<file path="src/rtl/instr_fetch_unit.sv">
// ---------------------------------------------------------------------------
// instr_fetch_unit
//   Multi-cycle instruction fetch stage. Holds the PC, drives the instruction
//   ROM strobes for WAIT_CYCLES+1 cycles, captures the ROM word into the IR
//   and offers it to the decoder through an ir_valid/ir_ack handshake. On
//   each accepted instruction the PC advances by 4 or takes a redirect
//   target (same-cycle redirect beats a pending one, both beat PC+4). A
//   misaligned target parks the unit in ERR until reset.
//
// Ports
//   clk, rst           clock (rising edge), asynchronous active-high reset
//   fetch_en           permit new fetches
//   rom_nce/rom_re     ROM chip enable (active-low) / read enable
//   rom_addr           ROM byte address, pc[ADDR_W-1:0]
//   rom_data           ROM read data
//   ir, ir_valid       instruction register and its valid flag
//   ir_ack             consumer accepts the IR
//   redirect,
//   redirect_pc        branch/jump request and target
//   pc, pc_plus4       current PC and PC+4
//   misalign_err       sticky misaligned-target flag
//   fetch_cnt          (FETCH_COUNT_EN only) saturating accepted-ack count
//
// Configuration macro: FETCH_COUNT_EN
// ---------------------------------------------------------------------------
module instr_fetch_unit #(
    parameter logic [31:0] RESET_PC    = 32'h0000_0000,
    parameter int unsigned ADDR_W      = 9,
    parameter int unsigned WAIT_CYCLES = 1
) (
    input  logic              clk,
    input  logic              rst,
    input  logic              fetch_en,
    output logic              rom_nce,
    output logic              rom_re,
    output logic [ADDR_W-1:0] rom_addr,
    input  logic [31:0]       rom_data,
    output logic [31:0]       ir,
    output logic              ir_valid,
    input  logic              ir_ack,
    input  logic              redirect,
    input  logic [31:0]       redirect_pc,
    output logic [31:0]       pc,
    output logic [31:0]       pc_plus4,
    output logic              misalign_err
`ifdef FETCH_COUNT_EN
    ,
    output logic [15:0]       fetch_cnt
`endif
);

    typedef enum logic [1:0] {
        S_IDLE,
        S_FETCH,
        S_HOLD,
        S_ERR
    } state_t;

    localparam logic [3:0] WAIT_LAST = 4'(WAIT_CYCLES);

    state_t            state, state_next;
    logic [3:0]        cnt;
    logic              pend_vld;
    logic [31:0]       pend_pc;
    logic [ADDR_W-1:0] addr_q;

    logic              accept;
    logic              fetch_done;
    logic [31:0]       target;
    logic              misalign;

    assign pc_plus4   = pc + 32'd4;
    assign accept     = (state == S_HOLD) && ir_ack;
    assign fetch_done = (state == S_FETCH) && (cnt == WAIT_LAST);
    assign target     = redirect ? redirect_pc : (pend_vld ? pend_pc : pc_plus4);
    assign misalign   = (target[1:0] != 2'b00);

    // Strobes are pure state decodes; the address follows the PC during
    // FETCH and otherwise holds the last address presented.
    assign rom_nce  = (state != S_FETCH);
    assign rom_re   = (state == S_FETCH);
    assign rom_addr = (state == S_FETCH) ? pc[ADDR_W-1:0] : addr_q;

    always_ff @(posedge clk or posedge rst) begin
        if (rst) state <= S_IDLE;
        else     state <= state_next;
    end

    always_comb begin
        state_next = state;
        unique case (state)
            S_IDLE:  if (fetch_en)   state_next = S_FETCH;
            S_FETCH: if (fetch_done) state_next = S_HOLD;
            S_HOLD: begin
                if (ir_ack) begin
                    if (misalign)      state_next = S_ERR;
                    else if (fetch_en) state_next = S_FETCH;
                    else               state_next = S_IDLE;
                end
            end
            S_ERR:   state_next = S_ERR;
            default: state_next = S_IDLE;
        endcase
    end

    always_ff @(posedge clk or posedge rst) begin
        if (rst) begin
            pc           <= RESET_PC;
            ir           <= '0;
            ir_valid     <= 1'b0;
            misalign_err <= 1'b0;
            cnt          <= '0;
            pend_vld     <= 1'b0;
            pend_pc      <= '0;
            addr_q       <= '0;
        end else begin
            // Counter sits at zero outside FETCH, which gives the zero start
            // on every entry into FETCH.
            if (state == S_FETCH) cnt <= cnt + 4'd1;
            else                  cnt <= '0;

            if (state == S_FETCH) addr_q <= pc[ADDR_W-1:0];

            if (fetch_done) begin
                ir       <= rom_data;
                ir_valid <= 1'b1;
            end

            if (accept) begin
                ir_valid <= 1'b0;
                pend_vld <= 1'b0;
                if (misalign) misalign_err <= 1'b1;
                else          pc           <= target;
            end else if (redirect) begin
                pend_vld <= 1'b1;
                pend_pc  <= redirect_pc;
            end
        end
    end

`ifdef FETCH_COUNT_EN
    always_ff @(posedge clk or posedge rst) begin
        if (rst)
            fetch_cnt <= '0;
        else if (accept && !misalign && (fetch_cnt != 16'hFFFF))
            fetch_cnt <= fetch_cnt + 16'd1;
    end
`endif

endmodule
</file>
<file path="config.mk">
export PLATFORM = sky130hd
export DESIGN_NAME = instr_fetch_unit
export DESIGN_NICKNAME = d
export VERILOG_FILES = /design/src/rtl/instr_fetch_unit.sv
export SDC_FILE = /design/constraint.sdc
export NUM_CORES = 1
export LEC_CHECK = 0
export CORE_MARGIN = 2
export CORE_UTILIZATION = 51
export CTS_CLUSTER_DIAMETER = 60
export DETAILED_ROUTE_END_ITERATION = 12
export PLACE_DENSITY = 0.84
export SLEW_MARGIN = 20
export SYNTH_ARGS = -nofsm -noshare
export SYNTH_HDL_FRONTEND = slang
export SYNTH_SLANG_ARGS = --single-unit
</file>
<file path="constraint.sdc">
create_clock -name clk -period 8.9 [get_ports clk]
set_input_delay 1.78 -clock clk [delete_from_list [all_inputs] [get_ports clk]]
set_output_delay 1.78 -clock clk [all_outputs]
set_load 0.02 [all_outputs]
</file>
==> out/results.ini, run 1 <==
[outcome]
status=complete, no violations

[yosys]
ys_ff_latch=114
synth-async-reset-ratio_pct=100.0
synth_warnings=0
avgSynthCellArea_um2=10.37
ys_types=51
synthCells=553
syn_nets=625
ys_seq_area_share_pct=49.74
synth_top_area_share_pct=49.74
synth_area_mm2=0.005736
synthTopCellsByArea=dfrtp_1 50%, mux2_2 12%, nand2_1 4.4%, o21ai_0 3.2%, xnor2_1 2.7%
dominantRegCellSynth=dfrtp_1
yosysTopAreaCell=dfrtp_1
synth_edf_count=0

[run]
cap_viol_max_count=0

[finish]
area_growth_pct=41.60
seq_area_mm2=0.002853
final_util_pct=74.59
nets=790
drive_above_1_share_pct=15.46
num_antenna_cells=0
fillers=777
multi_input_area_mm2=0.002650

[grt]
grt_max_degree=73
met1_usage_pct=36.51
use_met3_pct=7.407
grt.total_usage_pct=28.37
use_met2_pct=44.92
grt_pass1_wl_um=25720
overflow=0
busiest_layer=met2
antenna_found_initial=0
grt_pass1_vias=5018

[clock_tree]
cts_tree=done
cts_buffers=17
htreeDepth=4
cts_setup_buffers=0
clock_path_buffers=2
cts.sinks=114
clock_latency_ns=0.52
clkSlewWorstSetupHoldPaths_ns=0.06
post_cts_resized=0
clock-root-buffer=clkbuf_8
ctsHoldBuffers=0

[route]
avgViaCountPerCell=5.716
routed_wl_um=16170
dr.pass1.iters=5
drc_errors=0
first_iter_violations=403
ant_nets=0
dr_total_vias=4979
wl_per_cell_um=18.56

[floorplanning]
die_w_um=110.0
fp.coreArea_mm2=0.01089
die_area_mm2=0.01211
ios=178
std_cell_rows=38
die_y_um=110.0
start_util_pct=52.68

[worst_setup_path]
path_class=flip-flop to output port
crit_path_end_kind=output port
ff2ff_setup_slack_ns=6.45
crit_arrival_ns=3.13
crit_fanout=9
start_kind=flip-flop
required_ns=7.12

[sta]
slew_headroom_pct=29.16
layout_min_cycle_time_ns=4.906
drv_slew=0
fmax_ghz=0.2038
worstMarginPinSlew_ns=1.061
skew_ns=0.008507
fin_setup_tns_ns=0
finalHoldViolCount=0
rsz0062_at_grt=false
setup_violations=0
finalCritPeriodShare_pct=55.13

[worst_hold_path]
hold_class=flip-flop to flip-flop

[power]
total_power_mw=1.600
power_density_mw_per_mm2=197.0
vdd_ir_drop_max_v=0.0001843
leakagePower_nw=3.477

[placement]
numPortBuffers=177
gp_congestion=0.8257
dpl.hpwl_um=11200

==> critical path, cell delays in order, from the launching register on <==
cell             delay, ns
dfrtp_1               0.48
ha_1                  0.25
nand3_1               0.27
or3_4                 0.53
nor3_2                0.26
xnor2_1               0.17
clkdlybuf4s50_1       0.63
==> cell usage in the layout, fill, tap and decap left out, types with 4 or more instances in the layout <==
master	n
clkbuf_16	16
mux2_2	62
o22a_1	5
inv_1	16
dfrtp_1	114
clkbuf_8	7
a21oi_1	30
clkbuf_1	5
clkdlybuf4s50_1	177
buf_4	6
xor2_1	12
xnor2_1	18
nor2_1	29
nand2_1	66
nand4_1	9
o22ai_1	8
a211oi_1	4
nor3_1	4
nand3_1	12
o2bb2ai_1	9
a221oi_1	4
o31a_1	5
o21ai_0	37
and3_1	13
a31oi_1	9
==> cells in the mapped netlist (3+ instances only) <==
| library cell | count |
|---|---|
| dfrtp_1 | 114 |
| nand2_1 | 67 |
| mux2_2 | 62 |
| o21ai_0 | 37 |
| a21oi_1 | 30 |
| nor2_1 | 29 |
| xnor2_1 | 18 |
| clkbuf_1 | 17 |
| inv_1 | 17 |
| buf_2 | 16 |
| and3_1 | 13 |
| nand3_1 | 12 |
| xor2_1 | 12 |
| a31oi_1 | 9 |
| nand4_1 | 9 |
| o2bb2ai_1 | 9 |
| o22ai_1 | 8 |
| o22a_1 | 5 |
| o31a_1 | 5 |
| a211oi_1 | 4 |
| a221oi_1 | 4 |
| nor3_1 | 4 |
| and2_1 | 3 |
| and4_1 | 3 |
| buf_4 | 3 |
| ha_1 | 3 |
| nand2b_1 | 3 |
| nor3_2 | 3 |
| nor3_4 | 3 |
==> area by class of cell <==
cell class                      count  area share, %
Clock buffer                       28          6.347
Sequential cell                   114          35.13
Inverter                           17         0.8165
Tap cell                          140          2.157
Clock inverter                      4         0.5546
Multi-Input combinational cell    385          32.63
Timing Repair Buffer              183          22.37
==> report_power, final <==
group | total, mW | internal, mW | switching, mW
clock | 0.637 | 0.413 | 0.224
combinational | 0.335 | 0.176 | 0.160
sequential | 0.628 | 0.570 | 0.0585
==> cells by family after synthesis <==
| logic type | count (synthesis) | synth area share (%) |
|---|---|---|
| buf+inv | 54 | 4.101 |
| mux | 64 | 12.52 |
| fa+ha+maj | 3 | 0.6545 |
| xor+xnor | 30 | 4.581 |
| compound gates | 123 | 13.35 |
| flops | 114 | 49.74 |
| simple gates | 165 | 15.05 |
==> stage by stage <==
stage | hold slack, ns | cells | cell area [um^2] | worst slack, ns
after global placement | 0.4542 | 839 | 7559 | 4.569
after CTS | 0.4776 | 871 | 8122 | 3.946
final | 0.4736 | 871 | 8122 | 3.994
after detailed placement | 0.4607 | 839 | 7561 | 4.480
after floorplan | 0.4502 | 553 | 5736 | 4.104
after global routing | 0.5024 | 871 | 8122 | 3.862
==> state kept, by name (all words and copies together) (netlist names) <==
name and cells:
ir 32, pc 32, pend_pc 32, addr_q 9
cnt 4, state 2, ir_valid 1, misalign_err 1
pend_vld 1
==> metal layers <==
metal | vias up | part of all wire (%) | routed length [um]
met5 | - | 0 | 0
met4 | 0 | 2.5 | 412
met1 | 2434 | 42 | 6721
met3 | 35 | 6.6 | 1071
li1 | 2290 | - | -
met2 | 220 | 49 | 7961
==> path summary, 6_finish.rpt <==
kind	from	end	cells past startpoint
max reg2reg	state[1]	ir[25]	4
min in group asynchronous	rst	ir[28]	2
min	addr_q[5]	addr_q[5]	2
max in group asynchronous	rst	state[0]	3
min reg2reg	addr_q[5]	addr_q[5]	2
max	pc[2]	pc_plus4[22]	6
No activity file was read; power rests on OpenSTA's default activity.
==> run 2: changes to the inputs <==
CORE_UTILIZATION = 47   (was 51)
PLACE_DENSITY = 0.79   (was 0.84)
clock period = 4.6 ns   (was 8.9 ns; I/O delays follow)
==> out/results.ini, run 2 (synthesis gave the netlist of run 1 again) <==
[grt]
grt_max_degree=64  ; -12%
grt_pass1_vias=5059  ; +0.82%
overflow=0  ; unchanged
grt_pass1_wl_um=25630  ; -0.35%
grt.total_usage_pct=25.44  ; -2.9 points
antenna_found_initial=0  ; unchanged

[sta]
setup_violations=0  ; unchanged
layout_min_cycle_time_ns=3.875
rsz0062_at_grt=false
hold_ws_ns=0.4697  ; -0.003968 ns
fmax_ghz=0.2580
finalHoldViolCount=0  ; unchanged
slew_headroom_pct=47.00  ; +18 points
fin_setup_tns_ns=0  ; unchanged
drv_slew=0  ; unchanged
skew_ns=0.008430  ; -0.00007738 ns
worstMarginPinSlew_ns=0.7949  ; -0.2665 ns
finalCritPeriodShare_pct=84.24

[floorplanning]
die_w_um=114.5  ; +4.0%
ios=178  ; unchanged
std_cell_rows=40  ; +5.3%
start_util_pct=47.95  ; -4.7 points
die_y_um=114.5  ; +4.0%
fp.coreArea_mm2=0.01196  ; +9.9%
die_area_mm2=0.01310  ; +8.2%

[power]
clkPwrFrac_pct=40.5  ; +0.7 points
power_switching_share_pct=26.90  ; -0.69 points
p_sw_uw=842.9  ; +91%
power_frac_seq_pct=38.6  ; -0.6 points
intPower_mw=2.290  ; +98%
vdd_ir_drop_max_v=0.0001938  ; +5.1%
power_density_mw_per_mm2=384.0  ; +95%
leakagePower_nw=3.492  ; +0.44%
total_power_mw=3.133  ; +96%
comb_power_share_pct=20.8  ; -0.2 points

[route]
first_iter_violations=329  ; -18%
routed_wl_um=15910  ; -1.6%
dr_total_vias=4922  ; -1.1%
wl_per_cell_um=18.10  ; -2.5%
dr.pass1.iters=5  ; unchanged
ant_nets=0  ; unchanged
avgViaCountPerCell=5.600  ; -2.0%
drc_errors=0  ; unchanged

[finish]
final_util_pct=68.21  ; -6.4 points
finalInstanceArea_mm2=0.008159  ; +0.46%
drive_above_1_share_pct=15.57  ; +0.12 points
reg.largest.list=ir: 32 flops, pc: 32 flops, pend_pc: 32 flops
num_antenna_cells=0  ; unchanged
mostFrequentLayoutCells=177 x clkdlybuf4s50_1, 114 x dfrtp_1, 66 x nand2_1
final_common_cell=clkdlybuf4s50_1
area_growth_pct=42.26
nets=792  ; +0.25%

[clock_tree]
cts_setup_buffers=0  ; unchanged
clock_path_buffers=2  ; unchanged
clock-root-buffer=clkbuf_16
cts_tree=done
htreeDepth=4  ; unchanged
post_cts_resized=0  ; unchanged
clock_latency_ns=0.41  ; -0.11 ns
cts.sinks=114  ; unchanged
cts_buffers=17  ; unchanged
clkSlewWorstSetupHoldPaths_ns=0.05  ; about the same
ctsHoldBuffers=0  ; unchanged

[worst_setup_path]
crit_chain=ha_1, nand3_1, or3_4, nor3_2, xnor2_1, clkdlybuf4s50_1
crit_fanout=9  ; unchanged
critical_path.top_delay_family=simple AND/OR/NAND/NOR gates
crit_path_end_kind=output port
crit_cells=6  ; unchanged
slowest_delay_ns=0.63  ; about the same
slowest_stage=clkdlybuf4s50_1
start_kind=flip-flop
path_class=flip-flop to output port
path_buf_inv=1  ; unchanged
crit_arrival_ns=2.96  ; -0.17 ns
r2r_cells=4  ; unchanged
required_ns=3.68  ; -3.44 ns

[placement]
gp_congestion=0.8493  ; +2.9%
dpl.hpwl_um=11010  ; -1.7%
dpl_cell_area_mm2=0.007582  ; +0.28%
numPortBuffers=177  ; unchanged

[worst_hold_path]
hold_class=flip-flop to flip-flop
min_path_cells=1  ; -1

[outcome]
status=complete, no violations

[run]
cap_viol_max_count=0  ; unchanged

run 2: path summary, 6_finish.rpt:
| path | endpoint | startpoint | slack (ns) |
|---|---|---|---|
| setup / recovery | pc_plus4[22] | pc[2] | 0.72 |
| hold / removal | misalign_err | misalign_err | 0.47 |
| setup reg to reg | ir[7] | state[1] | 2.10 |
| hold reg to reg | misalign_err | misalign_err | 0.47 |
| max in group asynchronous | ir[6] | rst | 2.69 |
| min in group asynchronous | pend_pc[15] | rst | 1.01 |
run 2: area by class of cell:
type                            instances  area, um^2
Clock buffer                           26       499.2
Clock inverter                          5       75.07
Fill cell                             901        3802
Inverter                               17       66.31
Multi-Input combinational cell        385        2650
Sequential cell                       114        2853
Tap cell                              147       183.9
Timing Repair Buffer                  185        1832
run 2: per-stage QoR:
step,instances,worst slack [ns]
2_1_floorplan,553,0.6643
3_3_place_gp,848,1.233
3_5_place_dp,848,1.140
4_1_cts,879,0.6903
5_1_grt,879,0.4395
6_report,879,0.7247
run 2: power groups by stage:
stage / clock network (mW) / registers, mW / logic (mW)
after floorplan: 0 / 1.27 / 0.260
after global placement: 0 / 1.21 / 0.649
after detailed placement: 0 / 1.22 / 0.655
after CTS: 1.29 / 1.21 / 0.660
after global routing: 1.34 / 1.23 / 0.697
final: 1.27 / 1.21 / 0.653
run 2: routing by layer:
layer	part of all wire (%)	vias up	routed length (um)	track usage, %
met5	0	-	0	0
met2	48	219	7577	40.95
li1	-	2294	-	-
met4	2.1	0	340	12.60
met3	8.2	30	1302	5.876
met1	42	2379	6688	32.34
==> run 3: changes to the inputs <==
clock period = 3.6 ns   (was 4.6 ns; I/O delays follow)
==> out/results.ini, run 3 (synthesis gave the netlist of run 1 again) <==
[clock_tree]
clock-root-buffer=clkbuf_16
cts_tree=done
clock_path_buffers=2  ; unchanged
ctsHoldBuffers=0  ; unchanged
clkSlewWorstSetupHoldPaths_ns=0.05  ; about the same
cts.sinks=114  ; unchanged
clock_latency_ns=0.41  ; about the same
htreeDepth=4  ; unchanged
cts_buffers=17  ; unchanged

[placement]
placedCellCount=851  ; +0.35%
gp_congestion=0.8192  ; -3.5%
numPortBuffers=177  ; unchanged
dpl.hpwl_um=10710  ; -2.8%
dpl_cell_area_mm2=0.007619  ; +0.48%

[power]
total_power_mw=4.248  ; +36%
leakagePower_nw=3.658  ; +4.8%
vdd_ir_drop_max_v=0.0002653  ; +37%
power_density_mw_per_mm2=507.5  ; +32%

[finish]
area_growth_pct=45.92
mostFrequentLayoutCells=172 x clkdlybuf4s50_1, 105 x dfrtp_1, 67 x nand2_1
final_cells=888  ; +1.0%
nets=800  ; +1.0%
num_antenna_cells=0  ; unchanged
final_util_pct=69.97  ; +1.8 points
final_common_cell=clkdlybuf4s50_1
reg.largest.list=ir: 32 flops, pc: 32 flops, pend_pc: 32 flops
finalInstanceArea_mm2=0.008369  ; +2.6%
drive_above_1_share_pct=18.62  ; +3.0 points

[worst_setup_path]
r2r-start=pc[3]
required_ns=2.88  ; -0.80 ns
path_class=flip-flop to output port
crit_arrival_ns=2.72  ; -0.24 ns
crit_fanout=7  ; -2
crit_path_end_kind=output port
crit_start=pc[3]
start_kind=flip-flop

[sta]
worstMarginPinSlew_ns=0.7632  ; -0.03174 ns
drv_slew=0  ; unchanged
rsz0062_at_grt=false
setup_violations=0  ; unchanged
fin_setup_tns_ns=0  ; unchanged
slew_headroom_pct=49.06  ; +2.1 points
fmax_ghz=0.2906
skew_ns=0.01260  ; +0.004166 ns
finalHoldViolCount=0  ; unchanged
layout_min_cycle_time_ns=3.441
finalCritPeriodShare_pct=95.58

[route]
avgViaCountPerCell=5.571  ; -0.51%
wl_per_cell_um=18.18  ; +0.45%
routed_wl_um=16140  ; +1.5%
ant_nets=0  ; unchanged
dr_total_vias=4947  ; +0.51%
drc_errors=0  ; unchanged
first_iter_violations=323  ; -1.8%
dr.pass1.iters=5  ; unchanged

[worst_hold_path]
hold_start=misalign_err
hold_class=flip-flop to flip-flop

[grt]
antenna_found_initial=0  ; unchanged
grt.total_usage_pct=25.14  ; -0.30 points
grt_max_degree=115  ; +80%
grt_pass1_wl_um=25590  ; -0.19%
overflow=0  ; unchanged
grt_pass1_vias=4960  ; -2.0%

[floorplanning]
die_area_mm2=0.01310  ; unchanged
start_util_pct=47.95  ; unchanged
die_w_um=114.5  ; unchanged
ios=178  ; unchanged
die_y_um=114.5  ; unchanged
std_cell_rows=40  ; unchanged
fp.coreArea_mm2=0.01196  ; unchanged

[outcome]
status=complete, no violations

[run]
cap_viol_max_count=0  ; unchanged

[run 3: cell types whose count changed in the layout (fill, tap and decap cells not counted), sizes merged]
cell / previous run / this run
inv: 17 / 16
bufinv: 2 / 5
clkbuf: 26 / 23
dlymetal6s2s: 0 / 5
clkinvlp: 0 / 2
buf: 8 / 16
clkdlybuf4s50: 177 / 172
[run 3: what timing repair did]
action,in CTS,in global routing
resized for setup,2,19
pin swaps,1,3
setup endpoints to repair,7,14
setup buffers,1,4
[run 3: metrics by stage]
step	setup WS [ns]	hold WS [ns]
floorplan	0.8574	0.4502
global placement	0.4473	0.4431
detailed placement	0.3384	0.4634
CTS	0.006093	0.4759
global route	0.002410	0.4962
finish	0.1591	0.4694
[run 3: area by class of cell]
cell class	count	area, um^2
fill	850	3592
sequential	114	2864
multi-input combinational	385	2683
timing repair buffer	193	1917
clock buffer	23	478.0
tap	147	183.9
clock inverter	9	176.4
inverter	17	67.56
[run 3: worst paths after layout]
kind	slack [ns]	end	depth (start not counted)
min in group asynchronous	0.84	ir[10]	3
worst min register to register	0.47	misalign_err	1
max in group asynchronous	2.29	pc[18]	3
worst max-delay path	0.16	pc_plus4[13]	7
worst max register to register	1.56	pc[22]	6
worst min-delay path	0.47	misalign_err	1
[run 3: report_power, final]
group	internal [mW]	leakage (nW)	switching, mW
registers	1.41	1.37	0.141
logic	0.437	1.97	0.403
clock network	1.28	0.317	0.573
total	3.13	3.66	1.12
[run 3: per-layer routing]
metal | GRT usage (%) | up-vias | part of all wire, %
li1 | - | 2312 | -
met1 | 33.16 | 2372 | 43
met2 | 40.24 | 241 | 47
met3 | 7.094 | 22 | 7.8
met4 | 8.211 | 0 | 1.7
met5 | 0 | - | 0
[run 3: critical path: stages (launching register included)]
cell	delay (ns)
dfrtp_1	0.45
nand4_1	0.26
buf_4	0.24
nor3_1	0.20
buf_4	0.18
nand3_1	0.11
xnor2_1	0.16
clkdlybuf4s50_1	0.70
